==> config.mk <==
export PLATFORM = sky130hd
export DESIGN_NAME = window_addr_gen
export DESIGN_NICKNAME = d
export VERILOG_FILES = /design/src/rtl/window_addr_gen.sv
export SDC_FILE = /design/constraint.sdc
export NUM_CORES = 1
export LEC_CHECK = 0
export ABC_CLOCK_PERIOD_IN_PS = 5680
export BUFFER_PORTS_ARGS = -buffer_cell sky130_fd_sc_hd__buf_2
export CAP_MARGIN = 20
export CORE_MARGIN = 3
export CORE_UTILIZATION = 50
export DETAILED_ROUTE_END_ITERATION = 6
export GPL_TIMING_DRIVEN = 0
export HOLD_SLACK_MARGIN = 0.02
export PLACE_DENSITY_LB_ADDON = 0.05
export SETUP_SLACK_MARGIN = 0.1
export SYNTH_ARGS = -nofsm -noshare
export SYNTH_HDL_FRONTEND = slang
export SYNTH_SLANG_ARGS = --single-unit
export TNS_END_PERCENT = 30
==> constraint.sdc <==
create_clock -name clk -period 5.68 [get_ports clk]
set_clock_uncertainty 0.05 [all_clocks]
set_input_delay 0.568 -clock clk [delete_from_list [all_inputs] [get_ports clk]]
set_output_delay 0.568 -clock clk [all_outputs]
set_load 0.05 [all_outputs]
==> src/rtl/window_addr_gen.sv <==
// window_addr_gen: raster-scans an IMG_W x IMG_H image and streams the nine 3x3 window
// tap addresses per pixel over valid/ready, with clamp or zero-flag border handling.
module window_addr_gen #(
    parameter int IMG_W       = 160,
    parameter int IMG_H       = 120,
    parameter int X_W         = 8,
    parameter int Y_W         = 7,
    parameter int ADDR_W      = 17,
    parameter int BORDER_MODE = 0
) (
    input  logic              clk,
    input  logic              rst_n,
    input  logic              start,
    output logic              busy,
    output logic              done,
    output logic              addr_valid,
    input  logic              addr_ready,
    output logic [ADDR_W-1:0] address,
    output logic [X_W-1:0]    pix_x,
    output logic [Y_W-1:0]    pix_y,
    output logic [3:0]        sel,
    output logic              tap_oob,
    output logic              last_tap,
    output logic              last_pix
);
    typedef enum logic [1:0] {S_IDLE, S_RUN, S_FIN} state_t;

    localparam logic [X_W-1:0] X_LAST = X_W'(IMG_W - 1);
    localparam logic [Y_W-1:0] Y_LAST = Y_W'(IMG_H - 1);
    localparam logic [X_W:0]   X_MAX  = (X_W + 1)'(IMG_W - 1);
    localparam logic [Y_W:0]   Y_MAX  = (Y_W + 1)'(IMG_H - 1);

    state_t            state;
    logic              adv, load, idle, wrap, xwrap;
    logic [3:0]        ns, col;
    logic [1:0]        row;
    logic [X_W-1:0]    nx, ax;
    logic [Y_W-1:0]    ny, ay;
    logic [X_W:0]      tx;
    logic [Y_W:0]      ty;
    logic              x_lo, x_hi, y_lo, y_hi, n_oob, n_last_pix;
    logic [ADDR_W-1:0] n_addr;

    // Next beat's coordinates are computed ahead so every output can be registered.
    always_comb begin
        idle       = state == S_IDLE;
        adv        = addr_valid && addr_ready;
        load       = (idle && start) || adv;
        wrap       = sel == 4'd8;
        xwrap      = pix_x == X_LAST;
        ns         = (idle || wrap) ? 4'd0 : sel + 4'd1;
        nx         = (idle || (wrap && xwrap)) ? '0 : wrap ? pix_x + X_W'(1) : pix_x;
        ny         = idle ? '0 : (wrap && xwrap) ? pix_y + Y_W'(1) : pix_y;
        row        = (ns < 4'd3) ? 2'd0 : (ns < 4'd6) ? 2'd1 : 2'd2;
        col        = ns - ((row == 2'd0) ? 4'd0 : (row == 2'd1) ? 4'd3 : 4'd6);
        tx         = {1'b0, nx} + (X_W + 1)'(col) - (X_W + 1)'(1);
        ty         = {1'b0, ny} + (Y_W + 1)'(row) - (Y_W + 1)'(1);
        x_lo       = tx[X_W];
        x_hi       = !tx[X_W] && tx > X_MAX;
        y_lo       = ty[Y_W];
        y_hi       = !ty[Y_W] && ty > Y_MAX;
        n_oob      = BORDER_MODE != 0 && (x_lo || x_hi || y_lo || y_hi);
        ax         = n_oob ? nx : x_lo ? '0 : x_hi ? X_LAST : tx[X_W-1:0];
        ay         = n_oob ? ny : y_lo ? '0 : y_hi ? Y_LAST : ty[Y_W-1:0];
        n_addr     = ADDR_W'(ay) * ADDR_W'(IMG_W) + ADDR_W'(ax);
        n_last_pix = nx == X_LAST && ny == Y_LAST;
    end

    always_ff @(posedge clk or negedge rst_n) begin
        if (!rst_n) begin
            state      <= S_IDLE;
            busy       <= 1'b0;
            done       <= 1'b0;
            addr_valid <= 1'b0;
            address    <= '0;
            pix_x      <= '0;
            pix_y      <= '0;
            sel        <= '0;
            tap_oob    <= 1'b0;
            last_tap   <= 1'b0;
            last_pix   <= 1'b0;
        end else begin
            done <= 1'b0;
            if (load) begin
                pix_x    <= nx;
                pix_y    <= ny;
                sel      <= ns;
                address  <= n_addr;
                tap_oob  <= n_oob;
                last_tap <= ns == 4'd8;
                last_pix <= n_last_pix;
            end
            case (state)
                S_IDLE: if (start) begin
                    state      <= S_RUN;
                    busy       <= 1'b1;
                    addr_valid <= 1'b1;
                end
                S_RUN: if (adv && last_tap && last_pix) begin
                    state      <= S_FIN;
                    busy       <= 1'b0;
                    addr_valid <= 1'b0;
                    done       <= 1'b1;
                    address    <= '0;
                    pix_x      <= '0;
                    pix_y      <= '0;
                    sel        <= '0;
                    tap_oob    <= 1'b0;
                    last_tap   <= 1'b0;
                    last_pix   <= 1'b0;
                end
                default: state <= S_IDLE;
            endcase
        end
    end
endmodule

; Word-level counts from Yosys, hierarchy flattened
; Index checks and enable logic that the tools add are counted.
[word_totals]
register_bits = 43
in_bits = 4
output_inout_bits = 42
elab_cells = 93
[op_classes]
n_addsub = 9
mul = 1
magnitude_cmp = 4
eq_ne = 9
mux = 42
n_reduce_logical = 18
[ops]
columns = operator, count
row1 = 2-to-1 mux 8 bit, 7
row2 = 2-to-1 mux 17 bit, 3
row3 = 2-to-1 mux 7 bit, 7
row4 = adder 15 x 8 -> 16 bit, 1
row5 = "== test 8 bit, second input constant", 2
row6 = 2-to-1 mux 4 bit, 4
row7 = 2-to-1 mux 1 bit, 13
row8 = "multiplier 7 x 3 -> 10 bit, second input constant", 1
row9 = adder 8 x 4 -> 9 bit, 1
row10 = "> comparator 9 x 8 -> 1 bit, second input constant", 1
row11 = "subtractor 9 x 1 -> 9 bit, second input constant", 1
row12 = adder 7 x 2 -> 8 bit, 1
row13 = "adder 8 x 1 -> 8 bit, second input constant", 1
row14 = "== test 4 bit, second input constant", 2
row15 = "> comparator 8 x 7 -> 1 bit, second input constant", 1
row16 = logical AND 1 bit, 8
row17 = 2-to-1 mux 2 bit, 4
row18 = "subtractor 8 x 1 -> 8 bit, second input constant", 1
row19 = "adder 7 x 1 -> 7 bit, second input constant", 1
row20 = "== test 7 bit, second input constant", 1
row21 = 2-to-1 mux 3 bit, 2
row22 = "adder 4 x 1 -> 4 bit, second input constant", 1
row23 = "== test 2 x 1 -> 1 bit, second input constant", 2
row24 = zero test 2 bit, 2
row25 = 11 further kinds, 15

; Logic depth before layout (Yosys ltp)
[logic_depth]
ltp_word = 20
depth_mapped = 34

; Worst setup path before layout
; OpenSTA, ideal clock, no wires.
[synth_path]
path_type = reg2reg
from = register sel[0]
to = register address[13]
t_arrival_ps = 6206
required_time_ps = 5543
setup_slack_ps = -663
path_stages_with_launch = 33
path_buffers = 0
period_less_slack_ps = 6343
path_cell_list = dfrtp_1 -> inv_1 -> ha_1 -> nand3b_4 -> nand2_1 -> nor2_1 -> mux2i_1 -> or2_2 -> inv_1 -> ha_1 -> inv_1 -> fa_1 -> inv_1 -> ha_1 -> inv_1 -> ha_1 -> inv_1 -> fa_1 -> nor2b_1 -> o21a_1 -> o21ai_0 -> a21oi_1 -> xnor2_1 -> and4_1 -> ha_1 -> inv_1 -> fa_1 -> nor2b_1 -> o2111ai_1 -> nor3_1 -> xor2_1 -> xnor2_1 -> a211oi_2
[synth_via]
elab_chain_len = 20
word_cells_on_any_way = 38
cone_classes = add/sub: 7 / mul: 1 / order compare: 4 / eq/ne: 2 / mux: 16 / reduce/logical: 8
[synth_rtl]
columns = element, line
row1 = start: declaration, 21  ; output logic [3:0] sel,
row2 = start signal: assignment, 87  ; sel <= ns;
row3 = "parallel branches: the longest is 16 deep, another holds multiplier 7 x 3 -> 10 bit", -
row4 = adder 15 x 8 -> 16 bit *, 65  ; n_addr = ADDR_W'(ay) * ADDR_W'(IMG_W) + ADDR_W'(ax);
row5 = 2-to-1 mux 17 bit *, 84  ; if (load) begin
row6 = 2-to-1 mux 17 bit, 99  ; S_RUN: if (adv && last_tap && last_pix) begin
row7 = 2-to-1 mux 17 bit *, 93  ; case (state)
row8 = end signal: assignment, 88  ; address <= n_addr;
row9 = end: declaration, 18  ; output logic [ADDR_W-1:0] address,
; Mark *: on every way between the ends.
; A chain may end at the register's enable or synchronous reset.

; Worst setup path after layout
[layout_path]
from = register sel[1]
to = register address[14]
; Same word-level chain as after synthesis.

==> results <==
- The routability congestion estimate from global placement is slightly below 0.9.
- Synthesis instantiated 66 different standard cells from the library.
- Setup repair after global routing could not meet its margin everywhere.
- After synthesis, the cell types taking the most area are sky130_fd_sc_hd__dfrtp_1 (28%), sky130_fd_sc_hd__ha_1 (13%), sky130_fd_sc_hd__nand2_1 (5.5%).
- After technology mapping, the gate count stands at 453.
- The area used by multi-input combinational logic is 2870 um^2.
- Data on the critical path arrives at its endpoint at a little under 6 ns.
- The final routed wire length divided by cell count is ~16 um.
- The final layout contains 596 nets.
- The initialized floorplan defines 31 standard-cell rows.
- The estimated wirelength of the detail-placed design is ~7.1 mm.
- The net count of the mapped netlist is 501.
- The total CTS buffers is 5.
- The remaining antenna violation count is 0.
- For the worst setup path, the data required time is 5.88 ns.
- The final critical delay including setup and external delays is 5.70 ns.
- The Yosys warning count is 0.
- In this run the critical register-to-register path is captured at address[14]$_DFF_PN0_.
- The number of cells on the worst reg-to-reg path is 25.
- The share of synthesized area in the top cell type comes to 0.278.
- The clock reaches the later pin of the worst-skew pair after 0.31 ns.
- Measured against its own limit, the worst slew margin works out to 0.348.
- CTS saw 43 sinks.
- The initial antenna violation count is 0.
- The clock-pin slew on the worst setup and hold paths is 0.09 ns.
- The CTS tree is built.
- The pin count of the biggest net entering global routing is 44.
- The max capacitance violation total is 0.
- The flow ran to the end, but the final reports show violations.
- The critical-path maximum fanout is 4.
- Timing would allow up to 0.176 GHz.
- The worst setup path is launched from a flip-flop.
- The repair_antennas step left the layout with diodes totalling 0.
- The final reports fail on setup timing.
- After detailed routing, the total wire length is 10.0 mm.
- The netlist area before placement is around 3900 um^2.
- The biggest area contributor in the post-synthesis netlist is sky130_fd_sc_hd__dfrtp_1.
- For this configuration, the core starts out at a cell density of 0.526.
- The count of port buffers added during placement is 45.
- The fraction of final layout cells with drive strength greater than 1 is 0.344.
- The global-route wire length before repair is 16.2 mm.
- The total number of H-tree levels is 2.
- The start-to-end type of the worst setup path is flip-flop to flip-flop.
- The post-synthesis sequential element count is between 40 and 50.
- The worst register-to-register path begins at sel[1]$_DFF_PN0_.
- The area of the core is between 7000 and 8000 um^2.
- The type of element capturing the critical path is a flip-flop.
- The share of flip-flops with an asynchronous set or reset after synthesis is 1.00.
- The count of final setup violators is 2.
- The most used flip-flop cell after synthesis is sky130_fd_sc_hd__dfrtp_1.
- The total overflow left after global routing is 0.
- The clock passes through at most 2 buffers.
- In this run, synthesis inferred 0 flip-flops with an integrated enable.
- The number of hold buffers added after cts is 0.
- The type of the tightest min-delay check is input pin to async pin.
- The die covers slightly below 9000 um^2.
- Using the TritonRoute via totals, the vias-per-cell ratio works out to 5.49.
- The final-report max-slew violation count is 0.
- Dividing the final minimum period by the clock period gives 1.00.
- The sequential share of the synthesized area is 0.278.
- The area occupied by registers is 1080 um^2.
- For this run, design rule violations remaining after detail routing come to 0.
- The end-of-flow core utilization is 0.675.
- The slew at the pin closest to its max-slew limit is 0.978 ns.
- The filler cell count in the final layout is 597.
- The layout overhead on the synthesized area is 28.2%.
- The average instance in the mapped netlist occupies ~8.6 um^2.
- The chip height is between 90 and 100 um.
- The via count of the first global-routing pass came to 3306.
- The overall track demand over capacity in global routing is 0.230.
- In this run the register-to-register setup slack is -0.02 ns.
- The tree is rooted in a sky130_fd_sc_hd__clkbuf_8.
- Measured along the x axis, the die boundary spans 94.0 um.
- The total number of vias is 3558.
- The final worst slack is -0.0151 ns.
- The number of endpoints with negative hold slack in the final report is 0.
- The pre-antenna-repair detailed-routing pass consisted of 4 iterations.
- The number of ports placed on the die boundary is 46.
- After the first detailed-routing iteration, the DRC count stood at 207.
worst max-delay path by stage:
stage,to,from,slack (ns)
after global routing,address[14]$_DFF_PN0_,sel[1]$_DFF_PN0_,-0.31
final,address[14]$_DFF_PN0_,sel[1]$_DFF_PN0_,-0.02
after detailed placement,address[14]$_DFF_PN0_,sel[0]$_DFF_PN0_,-0.47
after floorplan,address[13]$_DFF_PN0_,sel[0]$_DFF_PN0_,-0.01
after CTS,address[13]$_DFF_PN0_,sel[0]$_DFF_PN0_,-0.05
after global placement,address[14]$_DFF_PN0_,sel[0]$_DFF_PN0_,-0.38
cells by family after synthesis:
logic type               count (synthesis)  synth area share
flip-flops                              43             0.278
adder cells (fa/ha/maj)                 44             0.152
XOR/XNOR                                34            0.0855
buffers and inverters                   50            0.0626
multiplexers                             7            0.0197
AO/OA/AOI/OAI                           96             0.162
AND/OR/NAND/NOR                        179             0.240
registers in the layout, summed over array words and instances, names as in the netlist:
register / flops
address: 17
pix_x: 8
pix_y: 7
sel: 4
state: 2
addr_valid: 1
done: 1
last_pix: 1
last_tap: 1
tap_oob: 1
synth_stat cells (2+ instances only):
cell type                   count
sky130_fd_sc_hd__nand2_1       57
sky130_fd_sc_hd__nor2_1        53
sky130_fd_sc_hd__dfrtp_1       43
sky130_fd_sc_hd__a21oi_1       39
sky130_fd_sc_hd__ha_1          39
sky130_fd_sc_hd__inv_1         34
sky130_fd_sc_hd__xor2_1        17
sky130_fd_sc_hd__xnor2_1       14
sky130_fd_sc_hd__a211oi_1      11
sky130_fd_sc_hd__nand3_1       10
sky130_fd_sc_hd__o21ai_0       10
sky130_fd_sc_hd__clkbuf_1       8
sky130_fd_sc_hd__nor2b_1        8
sky130_fd_sc_hd__nand4_1        7
sky130_fd_sc_hd__o21a_1         6
sky130_fd_sc_hd__a21o_1         5
sky130_fd_sc_hd__and2_1         5
sky130_fd_sc_hd__fa_1           5
sky130_fd_sc_hd__mux2i_1        5
sky130_fd_sc_hd__nor3_1         5
sky130_fd_sc_hd__clkbuf_8       4
sky130_fd_sc_hd__o21ai_1        4
sky130_fd_sc_hd__and3_2         3
sky130_fd_sc_hd__or2_2          3
sky130_fd_sc_hd__or3_1          3
sky130_fd_sc_hd__a211o_1        2
sky130_fd_sc_hd__a21boi_0       2
sky130_fd_sc_hd__a32oi_1        2
sky130_fd_sc_hd__and2_2         2
sky130_fd_sc_hd__and3_1         2
sky130_fd_sc_hd__and3b_1        2
sky130_fd_sc_hd__buf_4          2
sky130_fd_sc_hd__nand2b_1       2
sky130_fd_sc_hd__nor4_1         2
sky130_fd_sc_hd__nor4_4         2
sky130_fd_sc_hd__o2111ai_1      2
sky130_fd_sc_hd__o211a_1        2
sky130_fd_sc_hd__o21bai_1       2
sky130_fd_sc_hd__xnor2_2        2
through the flow:
step | hold slack (ns) | setup WS, ns | instance area [um^2] | TNS, ns | instances
after detailed placement | 0.416 | -0.474 | 4340 | -1.03 | 597
after global routing | 0.429 | -0.312 | 4970 | -0.783 | 648
after floorplan | 0.222 | -0.0133 | 3990 | -0.0137 | 453
final | 0.361 | -0.0151 | 4970 | -0.0181 | 648
after CTS | 0.402 | -0.0523 | 4750 | -0.0768 | 634
after global placement | 0.414 | -0.384 | 4340 | -0.719 | 597
layout by cell type (no fill, tap or decap), types with 7 or more instances in the layout:
| cell | instances |
|---|---|
| sky130_fd_sc_hd__a211oi_2 | 7 |
| sky130_fd_sc_hd__a21oi_1 | 35 |
| sky130_fd_sc_hd__buf_2 | 45 |
| sky130_fd_sc_hd__buf_4 | 44 |
| sky130_fd_sc_hd__clkbuf_1 | 8 |
| sky130_fd_sc_hd__clkbuf_8 | 11 |
| sky130_fd_sc_hd__dfrtp_1 | 37 |
| sky130_fd_sc_hd__ha_1 | 28 |
| sky130_fd_sc_hd__inv_1 | 27 |
| sky130_fd_sc_hd__inv_2 | 8 |
| sky130_fd_sc_hd__nand2_1 | 56 |
| sky130_fd_sc_hd__nand3_1 | 10 |
| sky130_fd_sc_hd__nand4_1 | 7 |
| sky130_fd_sc_hd__nor2_1 | 46 |
| sky130_fd_sc_hd__o21ai_0 | 7 |
| sky130_fd_sc_hd__xnor2_1 | 11 |
| sky130_fd_sc_hd__xor2_1 | 15 |
worst max-delay path, stage by stage (launching register included):
cell and delay, ns:
sky130_fd_sc_hd__dfrtp_2 0.44, sky130_fd_sc_hd__inv_2 0.08, sky130_fd_sc_hd__ha_4 0.14, sky130_fd_sc_hd__nand3b_4 0.12
sky130_fd_sc_hd__nor4_4 0.40, sky130_fd_sc_hd__mux2i_1 0.15, sky130_fd_sc_hd__nor2_2 0.12, sky130_fd_sc_hd__inv_1 0.05
sky130_fd_sc_hd__ha_1 0.26, sky130_fd_sc_hd__inv_1 0.04, sky130_fd_sc_hd__ha_2 0.17, sky130_fd_sc_hd__fa_2 0.36
sky130_fd_sc_hd__a211oi_2 0.27, sky130_fd_sc_hd__o21bai_1 0.15, sky130_fd_sc_hd__a21oi_4 0.28, sky130_fd_sc_hd__xnor2_4 0.18
sky130_fd_sc_hd__and3_4 0.24, sky130_fd_sc_hd__ha_4 0.20, sky130_fd_sc_hd__ha_4 0.16, sky130_fd_sc_hd__fa_2 0.55
sky130_fd_sc_hd__o211a_1 0.14, sky130_fd_sc_hd__o21a_1 0.15, sky130_fd_sc_hd__nand2_1 0.07, sky130_fd_sc_hd__or4_1 0.51
sky130_fd_sc_hd__mux2i_1 0.19, sky130_fd_sc_hd__a22o_1 0.17
routing by layer:
layer,share of wire,track usage
met5,0,0
met2,0.47,0.373
met4,0.015,0.0566
met3,0.050,0.0329
met1,0.47,0.324
repair_timing:
item | CTS | global route
buffers inserted | 29 | 15
pin swaps | 28 | 38
setup endpoints to repair | 6 | 6
gates resized for setup | 22 | 24
final cells by class:
type                    instances  share of cell area
inverters                      35              0.0264
well taps                      99              0.0249
plain buffers                  15              0.0224
repair buffers                 88               0.111
flip-flops and latches         43               0.218
clock inverters                 1             0.00151
multi-input cells             360               0.576
clock buffers                   7              0.0194
Power is not shown: default switching activity piles up to over one toggle a cycle in this logic, so the estimate is an artifact.
